$ cat config.mk
export PLATFORM = sky130hd
export DESIGN_NAME = reg_en_sequencer
export DESIGN_NICKNAME = d
export VERILOG_FILES = /design/src/rtl/reg_en_sequencer.sv
export SDC_FILE = /design/constraint.sdc
export NUM_CORES = 1
export LEC_CHECK = 0
export ABC_CLOCK_PERIOD_IN_PS = 3300
export CAP_MARGIN = 20
export CORE_MARGIN = 2
export CORE_UTILIZATION = 53
export CTS_CLUSTER_SIZE = 10
export DETAILED_ROUTE_END_ITERATION = 10
export PLACE_DENSITY = 0.83
export SETUP_SLACK_MARGIN = 0.02
export SYNTH_ARGS = -nofsm -noshare
export SYNTH_HDL_FRONTEND = slang
export SYNTH_SLANG_ARGS = --single-unit
$ cat constraint.sdc
create_clock -name clk_i -period 3.3 [get_ports clk_i]
set_input_delay 0.33 -clock clk_i [delete_from_list [all_inputs] [get_ports clk_i]]
set_output_delay 0.33 -clock clk_i [all_outputs]
set_load 0.02 [all_outputs]
$ cat src/rtl/reg_en_sequencer.sv
// rtl/reg_en_sequencer.sv - registered one-hot write-enable sequencer, single/burst with wrap; define RANGE_ERR_EN to add err_o
module reg_en_sequencer #(
    parameter int NREG = 7,
    parameter int AW   = 3
) (
    input  logic            clk_i,
    input  logic            rst_ni,
    input  logic            en_i,
    input  logic            start_i,
    input  logic            mode_i,
    input  logic [AW-1:0]   base_i,
    input  logic [AW:0]     count_i,
    output logic [NREG-1:0] y_o,
    output logic [AW-1:0]   idx_o,
    output logic            busy_o,
    output logic            done_o
`ifdef RANGE_ERR_EN
    ,
    output logic            err_o
`endif
);

    typedef enum logic [1:0] {
        S_IDLE,
        S_RUN,
        S_DONE
    } state_e;

    localparam logic [AW:0]     NREG_W   = (AW+1)'(NREG);
    localparam logic [AW-1:0]   LAST_IDX = AW'(NREG - 1);
    localparam logic [NREG-1:0] ONE      = NREG'(1);

    state_e          state_q;
    logic [NREG-1:0] y_q;
    logic [AW-1:0]   idx_q;
    logic [AW:0]     rem_q;
    logic            busy_q;
    logic            done_q;
`ifdef RANGE_ERR_EN
    logic            err_q;
`endif

    logic            base_ok_d;
    logic [AW:0]     cnt_eff_d;

    // Index after i, wrapping from the last register back to 0
    function automatic logic [AW-1:0] wrap_inc(input logic [AW-1:0] i);
        return (i == LAST_IDX) ? '0 : i + 1'b1;
    endfunction

    // Request qualification: single mode always issues exactly one enable
    always_comb begin
        base_ok_d = ({1'b0, base_i} < NREG_W);
        cnt_eff_d = mode_i ? count_i : (AW+1)'(1);
    end

    // Sequencer FSM; every output is a register so y_o is glitch-free
    always_ff @(posedge clk_i or negedge rst_ni) begin
        if (!rst_ni) begin
            state_q <= S_IDLE;
            y_q     <= '0;
            idx_q   <= '0;
            rem_q   <= '0;
            busy_q  <= 1'b0;
            done_q  <= 1'b0;
`ifdef RANGE_ERR_EN
            err_q   <= 1'b0;
`endif
        end else begin
            done_q <= 1'b0;
`ifdef RANGE_ERR_EN
            err_q  <= 1'b0;
`endif
            case (state_q)
                S_IDLE: begin
                    y_q <= '0;
                    if (start_i && en_i) begin
                        if (!base_ok_d) begin
`ifdef RANGE_ERR_EN
                            err_q <= 1'b1;
`endif
                        end else if (cnt_eff_d != '0) begin
                            y_q     <= ONE << base_i;
                            idx_q   <= wrap_inc(base_i);
                            rem_q   <= cnt_eff_d - 1'b1;
                            busy_q  <= 1'b1;
                            state_q <= S_RUN;
                        end else begin
                            done_q  <= 1'b1;
                            state_q <= S_DONE;
                        end
                    end
                end
                S_RUN: begin
                    if (!en_i) begin
                        // stall: idx/rem hold so the total enable count is preserved
                        y_q <= '0;
                    end else if (rem_q != '0) begin
                        y_q   <= ONE << idx_q;
                        idx_q <= wrap_inc(idx_q);
                        rem_q <= rem_q - 1'b1;
                    end else begin
                        y_q     <= '0;
                        busy_q  <= 1'b0;
                        done_q  <= 1'b1;
                        state_q <= S_DONE;
                    end
                end
                S_DONE: begin
                    y_q     <= '0;
                    state_q <= S_IDLE;
                end
                default: begin
                    y_q     <= '0;
                    busy_q  <= 1'b0;
                    state_q <= S_IDLE;
                end
            endcase
        end
    end

    assign y_o    = y_q;
    assign idx_o  = idx_q;
    assign busy_o = busy_q;
    assign done_o = done_q;
`ifdef RANGE_ERR_EN
    assign err_o  = err_q;
`endif

endmodule

== After elaboration in Yosys (flattened, before gate mapping) ==
Cells that the tools add are included.
Storage, ports and cells
  register bits: 18
  output and inout port bits: 12
  bits of input ports: 12
Cells by class
  $add $sub $neg: 4
  $lt $le $gt $ge: 1
  bitwise operators: 1
  equality and inequality tests: 10
  muxes and demuxes: 39
  shifts and indexed selects: 2
  reductions and logical operators: 8
Operators by type and width (number)
  two-way mux 7 bit: 5
  two-way mux 4 bit: 6
  two-way mux 3 bit: 7
  case mux 7 bit (2 select lines): 1
  << shifter 1 x 3 -> 7 bit (first input constant): 2
  != test 2 bit (second input constant): 6
  AND reduction 6 bit: 2
  two-way mux 1 bit: 10
  two-way mux 2 bit: 5
  case mux 4 bit (2 select lines): 1
  nonzero test 4 bit: 2
  subtractor 4 x 1 -> 4 bit (second input constant): 2
  adder 3 x 1 -> 3 bit (second input constant): 2
  == test 3 bit (second input constant): 2
  case mux 3 bit (2 select lines): 1
  case mux 2 bit (2 select lines): 1
  AND reduction 4 bit: 1
  less-than comparator 3 bit (second input constant): 1
  case mux 1 bit (3 select lines): 1
  == test 2 x 1 -> 1 bit (second input constant): 1
  == test 2 bit (second input constant): 1
  zero test 2 bit: 1
  case mux 1 bit (2 select lines): 1
  nonzero test 2 bit: 1
  other kinds (2): 2

== Longest topological paths before layout ==
Gate-level depths: netlist of the first run.
  word-level depth: 6
  mapped depth: 8
  gate-level depth less buffers: 7

== Least setup slack after synthesis of the first run ==
OpenSTA, ideal clock, no wires.
  kind: reg-to-reg
  from: reg state_q[1]
  to: reg rem_q[2]
  period minus slack after synthesis: 1.750 ns
  library setup time: 0.121 ns
  path buffers: 1
  arrival: 1.629 ns
  slack: 1.550 ns
  data required time: 3.179 ns
  stages on the path, launching flop included: 8
  path through: dfrtp_1 > nand2b_2 > buf_2 > o21ai_0 > ha_1 > nor3_1 > a21o_1 > a22o_2
On the way
  longest elaborated chain between the ends: 3
RTL lines
  start: declaration: line 33  | state_e state_q;
  start signal: assignment: line 60  | state_q <= S_IDLE;
  start signal: assignment: line 87  | state_q <= S_RUN;
  start signal: assignment: line 90  | state_q <= S_DONE;
  == test 2 x 1 -> 1 bit / zero test 2 bit (equally long branches): line 74  | case (state_q)
  != test 2 bit (no line) / nonzero test 2 bit (equally long branches)
  AND reduction 6 bit (no line)
  end signal: assignment: line 85  | rem_q <= cnt_eff_d - 1'b1;
  end signal: assignment: line 101  | rem_q <= rem_q - 1'b1;
  end: declaration: line 36  | logic [AW:0] rem_q;
Several ways; a longest one is shown, not always the timed one.
A chain may end at the register's enable or synchronous reset.

== Worst setup path after layout of the first run ==
Ends and elaborated chain as after synthesis.

==> qor.txt, run 1 <==
Status - finished clean
Synth area leader - dfrtp_1
HPWL after DPL - 1.911 mm
# clock sinks - 18
Routed wire per std cell - 15.61 µm
Vias in the first global route - 931
Area contributors post-synth - dfrtp_1 41%, ha_1 3.4%, nand2b_1 3.4%
GRT Total Usage - 22.22%
Fill count - 162
Total gr overflow - 0
Slew @ Worst Pin - 0.7563 ns
Rel. slew slack - 49.42%
Clock buffer count from CTS - 3
Final Cell Area - 1385 µm²
Critical path required time - 3.50 ns
Fin. Hold Viols - 0
RSZ-0062 raised after global routing - no
R2r setup slk - 1.34 ns
Cell Pwr Density - 826.8 nW/µm²
# nets final - 149
Finished Core Util - 70.60%
Gp weighted congestion - 0.8461
Endpoint class of the critical path - register
Pins over their slew limit - 0
Asr flop ratio synth - 100.0%
Syn nets - 123
Synth Area per Inst - 10.19 µm²
Count leader, synth - dfrtp_1
Worst skew pair latency - 0.29 ns
Via density per instance - 6.231
Power consumption - 0.001145 W
Initial drt markers - 51
Cts repair resizes - 0
Diodes inserted - 0
H-tree depth - 1
Total Die Area - 2458 µm²
Placement Setup Slack - 1.081 ns
Reg2Reg Depth - 6
Starting density of the core - 56.12%
Worst vdd ir - 0.6009 mV
Share of post-route cells with drive strength above 1 - 12.78%
Seq/Total Area, Yosys - 40.91%
Drt first pass iters - 4
Syn Std Cell Area - 1101 µm²
Distinct cells, synth - 47
CTS Buffer Depth - 2
Crit path max fanout - 12
Top-area cell type share of the netlist area - 40.91%
Primary FF master, synth - dfrtp_1
Critical Path AT - 2.15 ns
Synth warn - 0
Setup Crit Path Kind - register to register
Reg-to-reg endpoint - rem_q[2]$_DFFE_PN0P_
Cells after Synth - 108
Reg clk slew, reported paths - 0.10 ns
Clock root buffer - clkbuf_4
PortBufs - 23
Die Ht - 49.58 µm
Area Overhead vs Synth - 25.80%
Rows - 16
Post-CTS setup buffer count - 0
Setup WS post-layout - 1.342 ns
DR vias - 997
Largest net degree at the start of global routing - 19
Number of max-cap violations - 0
Core area - 1962 µm²
Clock skew - 0.0005862 ns
Final period util - 59.33%
Setup crit start kind - register
IO Pins - 24
Synth cell count leaders - 18 x dfrtp_1, 8 x nand2_1, 6 x inv_1, 6 x nand2b_1, 5 x o21ai_0
CTS Hold Bufs - 0
Post-DRT Antenna Nets - 0
EDFF count, synth - 0
Min cycle time layout - 1.958 ns
Fmax - 510.7 MHz
DRC violations left - 0
Die Wd - 49.58 µm
First-pass GRT wire length - 4.243 mm
Placed Area - 1349 µm²
Setup_tns - 0 ns
Hold Crit Class - input pin to async pin
Initial antenna violation count - 0
Final setup vio count - 0
Static leakage power - 0.5648 nW
#FFs+latches synth - 18
Drt total wl - 2.498 mm
Reg-to-Reg Start - state_q[1]$_DFFE_PN0P_
CTS tree - yes
## placed cells by master, fill, tap and decap left out, types with 2 or more instances in the layout
| master | n |
|---|---|
| nand3_1 | 4 |
| nor2_1 | 4 |
| o221ai_1 | 2 |
| o211ai_1 | 2 |
| mux2i_1 | 3 |
| mux2_2 | 2 |
| a211oi_1 | 2 |
| clkdlybuf4s50_1 | 23 |
| o32ai_1 | 4 |
| o31a_1 | 2 |
| a22o_2 | 2 |
| o21ai_0 | 5 |
| inv_1 | 6 |
| clkbuf_4 | 3 |
| nor3_1 | 2 |
| a21o_1 | 2 |
| dfrtp_1 | 18 |
| ha_1 | 3 |
| a31oi_1 | 2 |
| nand2_1 | 8 |
| nand4_1 | 2 |
| nand2b_1 | 6 |
## kinds of logic (layout without fill, tap and decap cells)
group | count (synthesis) | after routing | synth area share (%)
buffers and inverters | 8 | 33 | 3.522
DFF | 18 | 18 | 40.91
muxes | 6 | 6 | 6.136
AOI/OAI and AO/OA | 34 | 34 | 23.75
adders and majority gates | 3 | 3 | 3.409
and+or+nand+nor | 39 | 39 | 22.27
## area by class of cell
| type | count | area, µm² | share of cell area [%] |
|---|---|---|---|
| clock buffer | 4 | 36.28 | 2.620 |
| inverter | 6 | 22.52 | 1.626 |
| multi-input combinational | 82 | 611.8 | 44.17 |
| sequential | 18 | 450.4 | 32.52 |
| tap | 27 | 33.78 | 2.439 |
| timing repair buffer | 23 | 230.2 | 16.62 |
## report_power, final
part | switching, W | total (W) | internal, W
clock network | 0.0000696 | 0.000137 | 0.0000673
logic | 0.000338 | 0.000634 | 0.000296
registers | 0.0000818 | 0.000375 | 0.000293
## metal layers
| metal | global-route usage, % | part of all wire [%] | wire, µm | vias to the layer above |
|---|---|---|---|---|
| li1 | - | - | - | 471 |
| met1 | 31.62 | 45 | 1112 | 477 |
| met2 | 34.44 | 49 | 1216 | 45 |
| met3 | 3.636 | 6.0 | 151 | 4 |
| met4 | 7.407 | 0.68 | 17 | 0 |
| met5 | 0 | 0 | 0 | - |
## how the worst max path moves through the flow
stage | startpoint | end | cells after the start
final | state_q[1]$_DFFE_PN0P_ | rem_q[2]$_DFFE_PN0P_ | 6
after global routing | state_q[1]$_DFFE_PN0P_ | rem_q[2]$_DFFE_PN0P_ | 6
after global placement | en_i | rem_q[0]$_DFFE_PN0P_ | 5
after floorplan | state_q[1]$_DFFE_PN0P_ | rem_q[2]$_DFFE_PN0P_ | 7
after detailed placement | en_i | rem_q[0]$_DFFE_PN0P_ | 5
after CTS | state_q[1]$_DFFE_PN0P_ | rem_q[2]$_DFFE_PN0P_ | 6
## critical path: stages, from the launching register on
cell	delay, ns
dfrtp_1	0.47
nand2b_2	0.33
o21ai_0	0.32
ha_1	0.27
nor3_1	0.07
a21o_1	0.16
a22o_2	0.25
## sequential cells by signal (all words and copies together), names as in the netlist
name and count:
idx_o 3, busy_o 1, done_o 1, rem_q 4
y_o 7, state_q 2
## through the flow
| stage | hold WS, ns | cells |
|---|---|---|
| after global routing | 0.5298 | 160 |
| final | 0.4684 | 160 |
| after detailed placement | 0.4973 | 156 |
| after floorplan | 0.03441 | 108 |
| after CTS | 0.5024 | 160 |
| after global placement | 0.4896 | 156 |
Power figures use the tool's default switching activity.
==> run 2: changes to the inputs <==
Settings changed: ABC_CLOCK_PERIOD_IN_PS 3300 to 1740, CORE_UTILIZATION 53 to 45, PLACE_DENSITY 0.83 to 0.75.
Clock period 3.3 ns to 1.74 ns, I/O delays scaled along.
==> run 2 against run 1 <==
Compared with the run above:
- cell count rose by 16%
- combinational power rose to 2.6 times the previous value
- sequential share of layout area fell by 4.4 points
==> qor.txt, run 2 (synthesis results as in run 1) <==
Static leakage power - 0.6867 nW (+22%)
First-pass GRT wire length - 4.767 mm (+12%)
Fmax - 607.2 MHz (+19%)
GRT Total Usage - 23.33% (+1.1 points)
PortBufs - 23 (unchanged)
Final hold slack - 0.2017 ns (-0.2667 ns)
Reg clk slew, reported paths - 0.11 ns (about the same)
Drt first pass iters - 4 (unchanged)
Drt total wl - 3.047 mm (+22%)
Critical Path AT - 1.83 ns (-0.32 ns)
Setup WS post-layout - 0.09315 ns (-1.249 ns)
Placement Setup Slack - -0.05500 ns (-1.136 ns)
Area Overhead vs Synth - 45.34%
Gp weighted congestion - 0.8834 (+4.4%)
Final period util - 94.65% (+35 points)
Diodes inserted - 0 (unchanged)
Total Die Area - 2859 µm² (+16%)
Setup Crit Path Kind - register to register
R2r setup slk - 0.09 ns (-1.25 ns)
Clock skew - 0.002803 ns (+0.002216 ns)
Initial antenna violation count - 0 (unchanged)
Worst setup path start - state_q[0]$_DFFE_PN0P_
Finished Core Util - 70.98% (+0.38 points)
Commonest non-fill, non-tap cell in the layout - buf_4
# clock sinks - 18 (unchanged)
Slew @ Worst Pin - 0.3363 ns (-0.4200 ns)
Post-route insts no fill - 185 (+16%)
Commonest non-fill, non-tap cells in the layout - 24 x buf_4, 23 x clkdlybuf4s50_1, 18 x dfrtp_1
Rel. slew slack - 77.29% (+28 points)
Starting density of the core - 48.83% (-7.3 points)
DRC violations left - 0 (unchanged)
Pins over their slew limit - 0 (unchanged)
CTS Buffer Depth - 2 (unchanged)
Core area - 2255 µm² (+15%)
Number of max-cap violations - 0 (unchanged)
Status - finished clean
Die Ht - 53.47 µm (+7.8%)
Crit-path max cell delay - 0.43 ns (-0.04 ns)
Min cycle time layout - 1.647 ns (-0.3111 ns)
Endpoint class of the critical path - register
Reg-to-Reg Start - state_q[0]$_DFFE_PN0P_
Reg2Reg Depth - 5 (-1)
Die Wd - 53.47 µm (+7.8%)
RSZ-0062 raised after global routing - yes
CTS Hold Bufs - 0 (unchanged)
Reg-to-reg endpoint - rem_q[0]$_DFFE_PN0P_
Critical path required time - 1.92 ns (-1.58 ns)
Cell Pwr Density - 1606 nW/µm² (+94%)
IO Pins - 24 (unchanged)
Largest net degree at the start of global routing - 19 (unchanged)
Worst skew pair latency - 0.29 ns (about the same)
Setup crit start kind - register
Initial drt markers - 51 (unchanged)
Max reg flops - 7 (unchanged)
Total gr overflow - 0 (unchanged)
Setup_tns - 0 ns (unchanged)
Hold Crit Class - input pin to async pin
# nets final - 173 (+16%)
Clock buffer count from CTS - 3 (unchanged)
DR vias - 1126 (+13%)
CP max stage cell - dfrtp_1
Post-DRT Antenna Nets - 0 (unchanged)
Post-CTS setup buffer count - 0 (unchanged)
CP cell instances - buf_4 -> nand4bb_1 -> a21oi_2 -> o21a_2 -> mux2_4
Rows - 17 (+1)
Worst vdd ir - 1.106 mV (+84%)
Share of post-route cells with drive strength above 1 - 29.94% (+17 points)
Clock root buffer - clkbuf_4
CTS tree - yes
Routed wire per std cell - 16.47 µm (+5.5%)
HPWL after DPL - 2.253 mm (+18%)
Placed Cells - 181 (+16%)
Final setup vio count - 0 (unchanged)
Cts repair resizes - 1 (+1)
Crit path max fanout - 7 (-5)
Via density per instance - 6.086 (-2.3%)
Fin. Hold Viols - 0 (unchanged)
H-tree depth - 1 (unchanged)
Vias in the first global route - 1037 (+11%)
Fill count - 174 (+7.4%)
-- run 2: how the worst max path moves through the flow --
stage / to / slack, ns / cells after the start
6_report: rem_q[0]$_DFFE_PN0P_ / 0.09 / 5
4_1_cts: rem_q[2]$_DFFE_PN0P_ / 0.03 / 6
2_1_floorplan: rem_q[2]$_DFFE_PN0P_ / 0.05 / 7
3_3_place_gp: rem_q[0]$_DFFE_PN0P_ / -0.01 / 5
3_5_place_dp: rem_q[0]$_DFFE_PN0P_ / -0.05 / 5
5_1_grt: state_q[0]$_DFFE_PN0P_ / 0.009 / 4
-- run 2: metrics by stage --
step | area [µm²] | total power [W]
2_1_floorplan | 1101 | 0.001563
3_3_place_gp | 1530 | 0.002138
3_5_place_dp | 1530 | 0.002197
4_1_cts | 1575 | 0.002495
5_1_grt | 1600 | 0.002738
6_report | 1600 | 0.002569
-- run 2: cell type report --
cell class                      instances  area, µm²  area share [%]
Timing Repair Buffer                   47      410.4           25.65
Tap cell                               28      35.03           2.189
Multi-Input combinational cell         82      645.6           40.34
Sequential cell                        18      450.4           28.15
Inverter                                6      22.52           1.407
Clock buffer                            4      36.28           2.267
-- run 2: per-layer routing --
layer,global-route usage [%],wire length (µm),part of all wire (%)
met1,29.26,1200,39
met5,0,0,0
met3,4.237,246,8.1
met4,6.838,72,2.4
met2,40.33,1528,50
-- run 2: power breakdown --
group	leakage, nW	internal [W]	switching, W
registers	0.232	0.000555	0.000121
logic	0.434	0.000829	0.000806
clock network	0.0210	0.000127	0.000131
-- run 2: worst max-delay path: cells and delay by family (launching register included) --
| family | cells | cell delay, ns |
|---|---|---|
| buf+inv | 1 | 0.17 |
| simple gates | 1 | 0.25 |
| mux | 1 | 0.31 |
| flops | 1 | 0.43 |
| compound gates | 2 | 0.38 |
==> run 3: changes to the inputs <==
==> constraint.sdc (replaced) <==
create_clock -name clk_i -period 1.74 [get_ports clk_i]
set_input_delay 0.348 -clock clk_i [delete_from_list [all_inputs] [get_ports clk_i]]
set_output_delay 0.348 -clock clk_i [all_outputs]
set_load 0.02 [all_outputs]
==> run 3 against run 2 <==
Compared with the run above:
- clock skew hardly changed
- global-route usage decreased by 0.13 points
- combinational power decreased by 9%
- first-iteration DRC count fell by 31%
- via count decreased by 0.89%
- register-to-register slack is essentially flat
- clock-buffer cell count down 1
- clock power decreased by 21%
- critical path depth up 2
- critical path type is now input pin to register
- critical endpoint is now rem_q[2]$_DFFE_PN0P_
- largest cell class unchanged
==> qor.txt, run 3 (synthesis results as in run 1) <==
Diodes inserted - 0 (unchanged)
Setup Crit Path Kind - input pin to register
Fmax - 596.5 MHz (-1.8%)
Finished Core Util - 71.09% (+0.11 points)
RSZ-0062 raised after global routing - no
Placed Cells - 186 (+2.8%)
Total gr overflow - 0 (unchanged)
Drt total wl - 2.943 mm (-3.4%)
Share of post-route cells with drive strength above 1 - 29.81% (-0.12 points)
Cell Pwr Density - 1495 nW/µm² (-6.9%)
Post-CTS setup buffer count - 0 (unchanged)
CTS tree - yes
Initial antenna violation count - 0 (unchanged)
Rows - 17 (unchanged)
Commonest non-fill, non-tap cell in the layout - buf_4
Post-route insts no fill - 189 (+2.2%)
# nets final - 178 (+2.9%)
Drt first pass iters - 4 (unchanged)
Final Cell Area - 1603 µm² (+0.16%)
Pins over their slew limit - 0 (unchanged)
Reg clk slew, reported paths - 0.10 ns (about the same)
# clock sinks - 18 (unchanged)
CTS Buffer Depth - 2 (unchanged)
Vias in the first global route - 1078 (+4.0%)
CP max stage cell - clkdlybuf4s50_1
Die Ht - 53.47 µm (unchanged)
Core area - 2255 µm² (unchanged)
IO Pins - 24 (unchanged)
Multi-input gate area - 626.9 µm² (-2.9%)
PortBufs - 23 (unchanged)
Worst vdd ir - 1.120 mV (+1.3%)
Clock root buffer - clkbuf_4
Setup crit start kind - input pin
CP Depth - 7 (+2)
Met2 GRT Util - 35.80% (-4.5 points)
Total Die Area - 2859 µm² (unchanged)
First-pass GRT wire length - 4.761 mm (-0.13%)
GR peak layer - met2
Commonest non-fill, non-tap cells in the layout - 29 x buf_4, 21 x clkdlybuf4s50_1, 18 x dfrtp_1
Worst setup path start - count_i[0]
Placement Setup Slack - -0.2517 ns (-0.1967 ns)
Max reg flops - 7 (unchanged)
Hold Crit Class - input pin to async pin
Min cycle time layout - 1.677 ns (+0.02968 ns)
Critical path required time - 1.92 ns (about the same)
Post-DRT Antenna Nets - 0 (unchanged)
Die Wd - 53.47 µm (unchanged)
DR vias - 1116 (-0.89%)
Placed Area - 1568 µm² (+2.5%)
Crit path max fanout - 3 (-4)
Fill count - 177 (+1.7%)
Area Overhead vs Synth - 45.57%
Power consumption - 0.002397 W (-6.7%)
Clock skew - 0.002865 ns (+0.00006209 ns)
Reg2Reg Depth - 7 (+2)
Register area - 450.4 µm² (unchanged)
Slew @ Worst Pin - 0.3278 ns (-0.008516 ns)
CTS Hold Bufs - 0 (unchanged)
Final period util - 96.35% (+1.7 points)
Clock buffer count from CTS - 3 (unchanged)
Top cell family by delay on the critical path - compound AO/OA/AOI/OAI gates
GRT Total Usage - 23.20% (-0.13 points)
Worst skew pair latency - 0.29 ns (about the same)
Fin. Hold Viols - 0 (unchanged)
Setup WS post-layout - 0.06347 ns (-0.02968 ns)
H-tree depth - 1 (unchanged)
M1 GR Usage - 31.46% (+2.2 points)
R2r setup slk - 0.10 ns (about the same)
CP cell instances - clkdlybuf4s50_1 -> nand3b_1 -> o21ai_2 -> ha_1 -> nor3_1 -> a21o_1 -> a22o_2
Reg-to-Reg Start - state_q[0]$_DFFE_PN0P_
Global Route met3 Usage - 3.107% (-1.1 points)
Number of max-cap violations - 0 (unchanged)
Endpoint class of the critical path - register
Crit-path max cell delay - 0.48 ns (+0.05 ns)
Critical Path AT - 1.86 ns (+0.03 ns)
CP bufs+invs - 1 (unchanged)
Largest net degree at the start of global routing - 19 (unchanged)
Final setup vio count - 0 (unchanged)
CP Capture Point - rem_q[2]$_DFFE_PN0P_
DRC violations left - 0 (unchanged)
Rel. slew slack - 77.87% (+0.57 points)
Routed wire per std cell - 15.57 µm (-5.5%)
Via density per instance - 5.905 (-3.0%)
Starting density of the core - 48.83% (unchanged)
Initial drt markers - 35 (-31%)
Reg-to-reg endpoint - rem_q[2]$_DFFE_PN0P_
Static leakage power - 0.7048 nW (+2.6%)
HPWL after DPL - 2.339 mm (+3.8%)
Status - finished clean
Gp weighted congestion - 0.8873 (+0.44%)
Cts repair resizes - 2 (+1)
-- run 3: worst min path at each step --
stage | end | cells after the start | slack [ns] | startpoint
CTS | y_o[5]$_DFF_PN0_ | 2 | 0.37 | rst_ni
global route | y_o[0]$_DFF_PN0_ | 2 | 0.41 | rst_ni
floorplan | busy_o$_DFFE_PN0P_ | 0 | 0.05 | rst_ni
global placement | busy_o$_DFFE_PN0P_ | 1 | 0.49 | busy_o$_DFFE_PN0P_
finish | y_o[4]$_DFF_PN0_ | 2 | 0.37 | rst_ni
detailed placement | busy_o$_DFFE_PN0P_ | 1 | 0.51 | busy_o$_DFFE_PN0P_
-- run 3: routing by layer --
metal	share of wire [%]	vias up
met5	0	-
met1	44	531
met4	2.2	0
met2	48	45
met3	6.3	9
li1	-	531
-- run 3: cell type report --
class	instances	share of cell area [%]
repair buffers	52	27.79
flip-flops and latches	18	28.10
inverters	6	1.405
well taps	28	2.186
clock buffers	3	1.405
multi-input cells	82	39.11
-- run 3: stage by stage --
step / TNS, ns / hold WS (ns)
floorplan: 0 / 0.05241
global placement: -1.653 / 0.4878
detailed placement: -2.330 / 0.5135
CTS: 0 / 0.3742
global route: 0 / 0.4119
finish: 0 / 0.3741
-- run 3: where the power goes --
| group | leakage, nW | total (W) | switching (W) | internal (W) |
|---|---|---|---|---|
| Combinational | 0.459 | 0.00149 | 0.000721 | 0.000771 |
| Clock | 0.0138 | 0.000204 | 0.000124 | 0.0000804 |
| Sequential | 0.232 | 0.000700 | 0.000144 | 0.000555 |
